### config.mk
export PLATFORM = sky130hd
export DESIGN_NAME = frame_scanner
export DESIGN_NICKNAME = d
export VERILOG_FILES = /design/src/rtl/ogege_video_pkg.sv /design/src/rtl/scan_word_fifo.sv /design/src/rtl/frame_scanner.sv
export SDC_FILE = /design/constraint.sdc
export NUM_CORES = 1
export LEC_CHECK = 0
export ABC_AREA = 1
export CAP_MARGIN = 20
export CELL_PAD_IN_SITES_DETAIL_PLACEMENT = 0
export CELL_PAD_IN_SITES_GLOBAL_PLACEMENT = 1
export CORE_UTILIZATION = 47
export CTS_BUF_LIST = sky130_fd_sc_hd__clkbuf_4 sky130_fd_sc_hd__clkbuf_8 sky130_fd_sc_hd__clkbuf_16
export CTS_CLUSTER_SIZE = 14
export DETAILED_ROUTE_END_ITERATION = 10
export GPL_TIMING_DRIVEN = 0
export PLACE_DENSITY_LB_ADDON = 0.2
export SETUP_SLACK_MARGIN = 0.02
export SYNTH_ARGS = -nofsm -noshare
export SYNTH_HDL_FRONTEND = slang
export SYNTH_SLANG_ARGS = --single-unit
### constraint.sdc
create_clock -name clk -period 12.65 [get_ports clk]
set_input_delay 3.795 -clock clk [delete_from_list [all_inputs] [get_ports clk]]
set_output_delay 3.795 -clock clk [all_outputs]
set_load 0.02 [all_outputs]
### src/rtl/ogege_video_pkg.sv
// Shared video constants, mode encoding and per-mode fetch geometry for the
// frame buffer scan-out path.
package ogege_video_pkg;

   localparam int unsigned H_PIXELS  = 640;
   localparam int unsigned V_LINES   = 480;
   localparam int unsigned LAST_LINE = V_LINES - 1;

   typedef enum logic [1:0] {
      Mode320x240x8 = 2'd0,
      Mode320x480x4 = 2'd1,
      Mode640x240x4 = 2'd2,
      Mode640x480x2 = 2'd3
   } video_mode_e;

   typedef enum logic [1:0] {
      StIdle,
      StFetch,
      StDrain
   } fetch_state_e;

   function automatic logic [5:0] words_per_row(input video_mode_e m);
      logic [5:0] n;
      unique case (m)
         Mode320x240x8: n = 6'd32;
         Mode320x480x4: n = 6'd16;
         Mode640x240x4: n = 6'd32;
         Mode640x480x2: n = 6'd16;
      endcase
      return n;
   endfunction

   // Display pixels covered by one buffer word, after horizontal doubling.
   function automatic logic [5:0] pix_per_word(input video_mode_e m);
      logic [5:0] n;
      unique case (m)
         Mode320x240x8: n = 6'd20;
         Mode320x480x4: n = 6'd40;
         Mode640x240x4: n = 6'd20;
         Mode640x480x2: n = 6'd40;
      endcase
      return n;
   endfunction

   function automatic logic [3:0] bits_per_pixel(input video_mode_e m);
      logic [3:0] n;
      unique case (m)
         Mode320x240x8: n = 4'd8;
         Mode320x480x4: n = 4'd4;
         Mode640x240x4: n = 4'd4;
         Mode640x480x2: n = 4'd2;
      endcase
      return n;
   endfunction

   function automatic logic h_double(input video_mode_e m);
      return (m == Mode320x240x8) || (m == Mode320x480x4);
   endfunction

   function automatic logic v_double(input video_mode_e m);
      return (m == Mode320x240x8) || (m == Mode640x240x4);
   endfunction

endpackage

### src/rtl/scan_word_fifo.sv
// Two-entry word buffer between the frame buffer read port and the pixel
// serialiser; flush has priority over push and pop.
module scan_word_fifo #(
   parameter int unsigned DATA_WIDTH = 80
) (
   input  logic                  i_clk,
   input  logic                  i_reset,
   input  logic                  i_flush,
   input  logic                  i_push,
   input  logic [DATA_WIDTH-1:0] i_push_data,
   input  logic                  i_pop,
   output logic [DATA_WIDTH-1:0] o_head,
   output logic [1:0]            o_count
);

   logic [DATA_WIDTH-1:0] r_mem [2];
   logic                  r_rd_ptr;
   logic                  r_wr_ptr;
   logic [1:0]            r_count;
   logic                  w_do_push;
   logic                  w_do_pop;

   // A push into a full buffer is legal when the head leaves in the same clk.
   always_comb begin
      w_do_pop  = i_pop && (r_count != 2'd0);
      w_do_push = i_push && ((r_count != 2'd2) || w_do_pop);
   end

   always_ff @(posedge i_clk) begin
      if (i_reset || i_flush) begin
         r_rd_ptr <= 1'b0;
         r_wr_ptr <= 1'b0;
         r_count  <= 2'd0;
      end else begin
         if (w_do_push) r_wr_ptr <= !r_wr_ptr;
         if (w_do_pop)  r_rd_ptr <= !r_rd_ptr;
         r_count <= r_count + 2'(w_do_push) - 2'(w_do_pop);
      end
   end

   always_ff @(posedge i_clk) begin
      if (w_do_push) r_mem[r_wr_ptr] <= i_push_data;
   end

   assign o_head  = r_mem[r_rd_ptr];
   assign o_count = r_count;

endmodule

### src/rtl/frame_scanner.sv
// Scan-out engine: fetches one stored row per display line from the frame
// buffer and serialises it into palette indices on pix_en.
module frame_scanner
   import ogege_video_pkg::*;
#(
   parameter int unsigned DATA_WIDTH = 80,
   parameter int unsigned ADDR_WIDTH = 13
) (
   input  logic                  clk,
   input  logic                  reset,
   input  logic [1:0]            mode,
   input  logic                  frame_start,
   input  logic                  line_start,
   input  logic                  pix_en,
   output logic [ADDR_WIDTH-1:0] rd_addr,
   input  logic [DATA_WIDTH-1:0] rd_data,
   output logic [7:0]            pix_index,
   output logic                  pix_valid,
   output logic                  underrun
);

   video_mode_e           r_mode;
   fetch_state_e          r_state;
   logic [8:0]            r_line;
   logic                  r_line_seen;
   logic [12:0]           r_row_base;
   logic [5:0]            r_word_idx;
   logic                  r_req;
   logic                  r_pend;
   logic [ADDR_WIDTH-1:0] r_rd_addr;
   logic [5:0]            r_pix_pos;
   logic [7:0]            r_pix_index;
   logic                  r_pix_valid;
   logic                  r_underrun;

   video_mode_e           w_mode_eff;
   logic                  w_seen_eff;
   logic [8:0]            w_line_eff;
   logic [8:0]            w_line_new;
   logic                  w_line_go;
   logic [12:0]           w_base;
   logic                  w_flush;
   logic                  w_push;
   logic                  w_pop;
   logic                  w_serve;
   logic                  w_fifo_empty;
   logic                  w_can_issue;
   logic [1:0]            w_count;
   logic [2:0]            w_occupancy;
   logic [DATA_WIDTH-1:0] w_head;
   logic [5:0]            w_wpr;
   logic [5:0]            w_ppw;
   logic [5:0]            w_sub;
   logic [3:0]            w_bpp;
   logic [6:0]            w_shift;
   logic [DATA_WIDTH-1:0] w_shifted;
   logic [7:0]            w_top;
   logic [7:0]            w_pix;

   // frame_start takes effect before a coincident line_start, so the line
   // decision below works on the post-frame_start view of mode and line.
   always_comb begin
      w_mode_eff   = frame_start ? video_mode_e'(mode) : r_mode;
      w_seen_eff   = frame_start ? 1'b0 : r_line_seen;
      w_line_eff   = frame_start ? 9'd0 : r_line;
      w_line_new   = w_seen_eff ? w_line_eff + 9'd1 : w_line_eff;
      w_line_go    = line_start && !(w_seen_eff && (w_line_eff == 9'(LAST_LINE)));
      w_base       = v_double(w_mode_eff) ? {w_line_new[8:1], 5'd0} : {w_line_new, 4'd0};
      w_flush      = frame_start || w_line_go;
      w_push       = r_pend && !w_flush;
      w_fifo_empty = (w_count == 2'd0);
      w_occupancy  = 3'(w_count) + 3'(r_req) + 3'(r_pend);
      w_can_issue  = (r_state == StFetch) && (w_occupancy < 3'd2);
      w_wpr        = words_per_row(r_mode);
      w_ppw        = pix_per_word(r_mode);
      w_serve      = pix_en && !w_fifo_empty;
      w_pop        = w_serve && (r_pix_pos == w_ppw - 6'd1);
   end

   // Pixel select: first pixel sits in the most-significant bits of the word.
   always_comb begin
      w_bpp     = bits_per_pixel(r_mode);
      w_sub     = h_double(r_mode) ? (r_pix_pos >> 1) : r_pix_pos;
      w_shift   = 7'(w_sub) * 7'(w_bpp);
      w_shifted = w_head << w_shift;
      w_top     = w_shifted[DATA_WIDTH-1 -: 8];
      w_pix     = w_top;
      if (w_bpp == 4'd4) begin
         w_pix = {4'd0, w_top[7:4]};
      end else if (w_bpp == 4'd2) begin
         w_pix = {6'd0, w_top[7:6]};
      end
   end

   scan_word_fifo #(
      .DATA_WIDTH (DATA_WIDTH)
   ) u_fifo (
      .i_clk       (clk),
      .i_reset     (reset),
      .i_flush     (w_flush),
      .i_push      (w_push),
      .i_push_data (rd_data),
      .i_pop       (w_pop),
      .o_head      (w_head),
      .o_count     (w_count)
   );

   always_ff @(posedge clk) begin
      if (reset) begin
         r_mode      <= Mode320x240x8;
         r_state     <= StIdle;
         r_line      <= 9'd0;
         r_line_seen <= 1'b0;
         r_row_base  <= 13'd0;
         r_word_idx  <= 6'd0;
         r_req       <= 1'b0;
         r_pend      <= 1'b0;
         r_rd_addr   <= '0;
         r_pix_pos   <= 6'd0;
         r_pix_index <= 8'd0;
         r_pix_valid <= 1'b0;
         r_underrun  <= 1'b0;
      end else begin
         if (frame_start) begin
            r_mode      <= video_mode_e'(mode);
            r_line      <= 9'd0;
            r_line_seen <= 1'b0;
         end

         // A read issued before a flush must not land in the new line.
         r_pend <= r_req && !w_flush;
         r_req  <= 1'b0;

         if (w_line_go) begin
            r_line      <= w_line_new;
            r_line_seen <= 1'b1;
            r_row_base  <= w_base;
            r_rd_addr   <= ADDR_WIDTH'(w_base);
            r_req       <= 1'b1;
            r_word_idx  <= 6'd1;
            r_state     <= StFetch;
         end else if (frame_start) begin
            r_state <= StIdle;
         end else begin
            case (r_state)
               StFetch: begin
                  if (w_can_issue) begin
                     r_rd_addr  <= ADDR_WIDTH'(r_row_base + 13'(r_word_idx));
                     r_req      <= 1'b1;
                     r_word_idx <= r_word_idx + 6'd1;
                     if (r_word_idx == w_wpr - 6'd1) r_state <= StDrain;
                  end
               end
               StDrain: begin
                  if (w_fifo_empty && !r_req && !r_pend) r_state <= StIdle;
               end
               default: r_state <= StIdle;
            endcase
         end

         r_pix_valid <= pix_en;
         if (pix_en) r_pix_index <= w_serve ? w_pix : 8'd0;

         if (w_flush) begin
            r_pix_pos <= 6'd0;
         end else if (w_serve) begin
            r_pix_pos <= w_pop ? 6'd0 : r_pix_pos + 6'd1;
         end

         if (frame_start) begin
            r_underrun <= 1'b0;
         end else if (pix_en && w_fifo_empty) begin
            r_underrun <= 1'b1;
         end
      end
   end

   assign rd_addr   = r_rd_addr;
   assign pix_index = r_pix_index;
   assign pix_valid = r_pix_valid;
   assign underrun  = r_underrun;

endmodule

# After elaboration in Yosys (flattened, before gate mapping)
# Memory sizes are Yosys's and may differ from the RTL's. A register that Yosys moved wholly into a read port is not among the register bits.
# Cells that the tools add are included.
# classes
mul	1
div	0
shift	1
n_reduce_logical	41
n_mux	37
magnitude_cmp	1
addsub	10
bitwise	1
eq_ne	19
# ops
cell	count
left shift 80 x 7 -> 80 bit	1
two-way mux 13 bit	4
two-way mux 9 bit	3
two-way mux 8 bit	3
case mux 6 bit (2 select lines)	2
two-way mux 1 bit	16
adder 13 x 6 -> 13 bit	1
adder 6 x 1 -> 6 bit (second input constant)	2
== test 6 bit	2
logical AND 1 bit	12
two-way mux 6 bit	2
case mux 4 bit (3 select lines)	1
AND reduction 3 bit	4
OR reduction 2 bit	6
subtractor 6 x 1 -> 6 bit (second input constant)	2
adder 9 x 1 -> 9 bit (second input constant)	1
== test 9 bit (second input constant)	1
== test 2 bit (second input constant)	4
two-way mux 2 bit	4
!= test 4 bit (second input constant)	2
zero test 1 bit	7
multiplier 6 x 4 -> 7 bit	1
zero test 2 bit	3
!= test 2 bit (second input constant)	3
other kinds (16)	24
# word_totals
in_bits	87
mem_bits_rw	160
reg_bits	68
romBits	0
mem_count	1
out_inout_bits	23
latchBits	0
# mem_list
name	depth	width	rd	rd_ports_with_merged_regs	write_ports	line	source
u_fifo.r_mem	2	80	1	1	1	scan_word_fifo.sv:16	logic [DATA_WIDTH-1:0] r_mem [2];

# Logic depth before layout (Yosys ltp)
# logic_depth
word_depth	11
mapped_depth	23
ltp_nobuf	22

# Modules after synthesis
# A second synthesis with hierarchy kept.
# hier_totals
hier_cells	1336
hier_area_um2	12464.5
# by_module_without_submodules
mod	cells_per_inst	n_inst	seq_area_each_um2	area_per_inst_um2
scan_word_fifo	282	1	4904.7	6414.9
frame_scanner	1054	1	1201.2	6049.6

# Worst setup path after synthesis
# No wires, ideal clock.
# synth_timing
path_type	input-to-reg
startpoint	in frame_start
endpoint	mem u_fifo.r_mem[0][0], enable pin
setup_time_ns	0.521
t_arrival_ns	8.457
stages	11
n_path_buf	1
required_ns	12.129
slack_ns	3.672
path_cell_list	buf_2 nor2_1 ha_1 inv_1 nor3_1 nand3_1 nand2_1 inv_2 nor2_1 o311ai_2 nor2_1
# synth_between
elab_chain_len	11
word_cells_on_any_way	12
# synth_rtl
element	line	source
start: declaration	frame_scanner.sv:12	input logic frame_start,
two-way mux 9 bit	--	
== test 9 bit	frame_scanner.sv:67	w_line_go = line_start && !(w_seen_eff && (w_line_eff == 9'(LAST_LINE)));
logical AND 1 bit	frame_scanner.sv:67	
zero test 1 bit	frame_scanner.sv:67	
logical AND 1 bit	frame_scanner.sv:67	
logical OR 1 bit (*)	frame_scanner.sv:69	w_flush = frame_start || w_line_go;
zero test 1 bit (*)	frame_scanner.sv:70	w_push = r_pend && !w_flush;
logical AND 1 bit (*)	frame_scanner.sv:70	
logical AND 1 bit (*)	scan_word_fifo.sv:26	w_do_push = i_push && ((r_count != 2'd2) || w_do_pop);
two-way mux 1 bit (*)	scan_word_fifo.sv:42	if (w_do_push) r_mem[r_wr_ptr] <= i_push_data;
two-way mux 1 bit (not written as such) (*)	scan_word_fifo.sv:42	
end: declaration	scan_word_fifo.sv:16	
# Mark *: on every way between the ends. The rest lies on a longest branch, timed or not.

# Final worst setup path
# layout_timing
startpoint	in frame_start
endpoint	mem u_fifo.r_mem[1][34], enable pin
# Same word-level chain as after synthesis.

==> impl_results.rst <==
.. list-table::
   :header-rows: 1

   * - Metric
     - Value
   * - Run status
     - completed
   * - Initial antenna violation count
     - 0
   * - Area post-placement
     - 0.0134 mm^2
   * - Number of fill cells
     - 2243
   * - Clock transition time at the flip-flop clock pins of the worst setup and hold paths
     - 0.06 ns
   * - Number of warnings printed during yosys synthesis
     - 0
   * - Crit share post-route
     - 55.2%
   * - Unrepaired setup endpoints after global routing
     - false
   * - Worst setup EP type
     - register
   * - Count of pins on the block boundary
     - 110
   * - Classification of the worst-slack hold path
     - reg -> reg
   * - Worst-skew pair later-pin latency
     - 0.54 ns
   * - Cell row count
     - 57
   * - Synth Instances
     - 1399
   * - Synth area leader
     - sky130_fd_sc_hd__edfxtp_1
   * - Fraction of final layout cells sized beyond drive strength 1
     - 7.70%
   * - Cell types with the largest area share after synthesis
     - sky130_fd_sc_hd__edfxtp_1 (41%), sky130_fd_sc_hd__dfxtp_1 (11%), sky130_fd_sc_hd__nand3_1 (11%)
   * - Horizontal extent of the die
     - 160 um
   * - Total nets after synthesis
     - 1509
   * - Area Overhead vs Synth
     - 20.7%
   * - First-pass GRT wire length
     - 56300 um
   * - Largest fanout on the critical path
     - 29
   * - Net count reported at finish
     - 1650
   * - Minimum hold slack
     - 0.455 ns
   * - Primary flip-flop cell chosen by synthesis mapping
     - sky130_fd_sc_hd__edfxtp_1
   * - Post-detailed-placement half-perimeter wirelength
     - 27200 um
   * - Setup bufs post-CTS
     - 0
   * - Kind of start point of the critical path
     - input port
   * - LEAKAGE
     - 5.50 nW
   * - Num CTS Buffers
     - 24
   * - Max cap viols
     - 0
   * - Root Buffer Master
     - sky130_fd_sc_hd__clkbuf_16
   * - Sequential element share of the synthesized area
     - 51.9%
   * - Design Area, Final
     - 0.0142 mm^2
   * - Crit-path slowest cell
     - sky130_fd_sc_hd__nor2_4
   * - Number of nets with antenna violations after detailed routing
     - 0
   * - Top cell type's share of synthesized area
     - 40.9%
   * - Iteration count of the initial detailed-routing pass
     - 6
   * - Number of global-route vias before repair
     - 9781
   * - PD cells
     - 120 mW/mm^2
   * - Area used by sequential logic in the layout
     - 0.00611 mm^2
   * - # H-tree levels
     - 1
   * - Max Clock Freq
     - 143 MHz
   * - CTS tree
     - done
   * - Mapped Area
     - 0.0118 mm^2
   * - DR iter-0 viols
     - 1073
   * - Weighted congestion reported at the end of routability-driven placement
     - 0.981
   * - Height of the die
     - 160 um
   * - Deepest clock path buffer count
     - 3
   * - Async set-reset flop share out of synthesis
     - 0%
   * - Area used by multi-input combinational logic
     - 0.00473 mm^2
   * - Kind of cell with the highest combined delay on the critical path
     - buffers and inverters
   * - Final number of max-transition violations
     - 0
   * - Detail-routed net length per standard cell
     - 19.4 um
   * - Worst path cell trace
     - clkdlybuf4s50_1 > clkinv_1 > nand2_1 > inv_1 > ha_1 > inv_1 > nor3_1 > nand3_1 > nand2_1 > inv_2 > nor2_1 > o311ai_2 > nor2_4 > buf_12 > buf_12 > buf_16
   * - Rel. slew slack
     - 34.2%
   * - Total wire length after detailed routing
     - 36500 um
   * - Floorplan Core Area
     - 0.0245 mm^2
   * - Max IR drop VDD
     - 0.130 mV
   * - Netlist cell types
     - 44
   * - Inserted Diodes
     - 0
   * - Starting Density
     - 48.1%
   * - Post-Synthesis Mean Instance Area
     - 8.41 um^2
   * - Number of clock sinks seen by CTS
     - 225
   * - Vias per inst
     - 5.53
   * - Largest net degree at the start of global routing
     - 32
   * - Data required time of the critical path
     - 12.89 ns
   * - Resized Gates After CTS
     - 0
   * - Yosys reg bits
     - 225
   * - Hold-fix buffers, CTS
     - 0
   * - Data arrival time of the critical path
     - 7.22 ns
   * - Path type of the worst setup path
     - in -> reg
   * - Least-Margin Pin Slew
     - 0.977 ns
   * - Longest individual stage delay on the worst path
     - 0.43 ns
   * - Total track usage
     - 28.8%
   * - Post-route setup TNS
     - 0 ns
   * - Area of the die
     - 0.0257 mm^2
   * - Worst path buffer plus inverter count
     - 8
   * - Number of flops mapped to enable cells by yosys
     - 160
   * - Setup violations, final
     - 0
   * - DR DRC count
     - 0
   * - Number of vias after detailed routing
     - 10414
   * - Grt total ovfl
     - 0
   * - Count of port buffers added during placement
     - 109
   * - Time the final worst path needs with I/O delays and setup
     - 6.98 ns
   * - Setup skew after layout
     - 0.0246 ns
   * - Final hold violation count
     - 0
-- synthesized netlist by cell type (6+ instances only) --
library cell / number
sky130_fd_sc_hd__clkbuf_1: 22
sky130_fd_sc_hd__mux2i_1: 12
sky130_fd_sc_hd__xor2_1: 10
sky130_fd_sc_hd__nor2_1: 59
sky130_fd_sc_hd__buf_1: 7
sky130_fd_sc_hd__nand3_1: 256
sky130_fd_sc_hd__or2_2: 6
sky130_fd_sc_hd__o211ai_1: 6
sky130_fd_sc_hd__inv_2: 8
sky130_fd_sc_hd__inv_1: 151
sky130_fd_sc_hd__o21ai_0: 116
sky130_fd_sc_hd__buf_2: 34
sky130_fd_sc_hd__nand2_1: 335
sky130_fd_sc_hd__a21oi_1: 50
sky130_fd_sc_hd__edfxtp_1: 160
sky130_fd_sc_hd__o21ai_1: 10
sky130_fd_sc_hd__dfxtp_1: 65
sky130_fd_sc_hd__nor3_1: 9
sky130_fd_sc_hd__ha_1: 18
-- cell usage in the layout (no fill, tap or decap), types with 5 or more instances in the layout --
cell type and count:
sky130_fd_sc_hd__or2_2 6, sky130_fd_sc_hd__o211ai_1 6, sky130_fd_sc_hd__o21ai_0 116, sky130_fd_sc_hd__mux2i_1 12
sky130_fd_sc_hd__a21oi_1 50, sky130_fd_sc_hd__o22ai_1 5, sky130_fd_sc_hd__buf_2 34, sky130_fd_sc_hd__fa_1 5
sky130_fd_sc_hd__inv_2 8, sky130_fd_sc_hd__xor2_1 10, sky130_fd_sc_hd__o21ai_1 10, sky130_fd_sc_hd__dfxtp_1 65
sky130_fd_sc_hd__a31oi_1 5, sky130_fd_sc_hd__nor2_1 57, sky130_fd_sc_hd__clkbuf_4 12, sky130_fd_sc_hd__clkbuf_16 25
sky130_fd_sc_hd__nand2_1 335, sky130_fd_sc_hd__clkbuf_1 22, sky130_fd_sc_hd__inv_1 151, sky130_fd_sc_hd__nand3_1 256
sky130_fd_sc_hd__nor4_1 5, sky130_fd_sc_hd__edfxtp_1 160, sky130_fd_sc_hd__ha_1 18, sky130_fd_sc_hd__clkdlybuf4s50_1 109
sky130_fd_sc_hd__nor3_1 9, sky130_fd_sc_hd__buf_6 5, sky130_fd_sc_hd__buf_1 7
-- cell type report --
type	count	share of cell area, %
Tap cell	324	2.86
Clock buffer	40	5.33
Buffer	68	2.36
Sequential cell	225	43.0
Clock inverter	4	0.229
Timing Repair Buffer	115	8.64
Inverter	162	4.28
Multi-Input combinational cell	944	33.3
-- worst min-delay path: cells and delay by family (launching register included) --
family / cells / cell delay, ns
DFF: 1 / 0.31
buffers and inverters: 1 / 0.06
and+or+nand+nor: 1 / 0.04
-- state kept, by name, indices dropped and copies added (netlist names), 6 cells and up, named ones only --
name / flops
pix_index: 8
r_line: 9
r_pix_pos: 6
r_row_base: 9
r_word_idx: 6
rd_addr: 13
u_fifo.r_mem: 160
-- cell families (layout without fill, tap and decap cells) --
family	Yosys count	in the layout	synth area share [%]
AO/OA/AOI/OAI	204	204	9.26
XOR/XNOR	14	14	1.11
adder cells (fa/ha/maj)	23	23	2.77
buffers and inverters	230	389	8.02
flip-flops	225	225	51.9
multiplexers	13	13	1.12
AND/OR/NAND/NOR	690	690	25.8
-- report_power, final --
group	internal, W	leakage [nW]	total, W	switching (W)
sequential	0.000794	1.97	0.000796	0.00000297
clock	0.000409	0.404	0.000685	0.000276
combinational	0.0000793	3.13	0.000227	0.000148
-- through the flow --
step | power [W] | setup slack, ns | utilization [%] | cells
after floorplan | 0.000936 | 3.67 | - | 1399
after detailed placement | 0.00103 | 5.17 | 54.8 | 1838
after CTS | 0.00171 | 5.73 | 58.0 | 1882
after global placement | 0.00103 | 0.723 | 54.2 | 1832
final | 0.00171 | 5.67 | 58.0 | 1882
after global routing | 0.00177 | 5.35 | 58.0 | 1882
-- per-layer routing --
metal	vias to the layer above	track usage [%]	routed length, um
met5	-	0	0
met4	0	8.70	1100
met3	72	5.22	3300
met2	516	43.4	15600
met1	4817	42.2	16500
li1	5009	-	-
-- final timing paths --
kind,from,end,slack (ns),cells after the start
max,frame_start,u_fifo.r_mem[1][34]$_DFFE_PP_,5.67,16
min,r_req$_SDFF_PP0_,r_pend$_SDFF_PP0_,0.46,2
max reg2reg,r_mode[0]$_SDFF_PP0_,pix_index[2]$_SDFFE_PP0P_,7.47,17
min reg2reg,r_req$_SDFF_PP0_,r_pend$_SDFF_PP0_,0.46,2
Power figures use the tool's default switching activity.
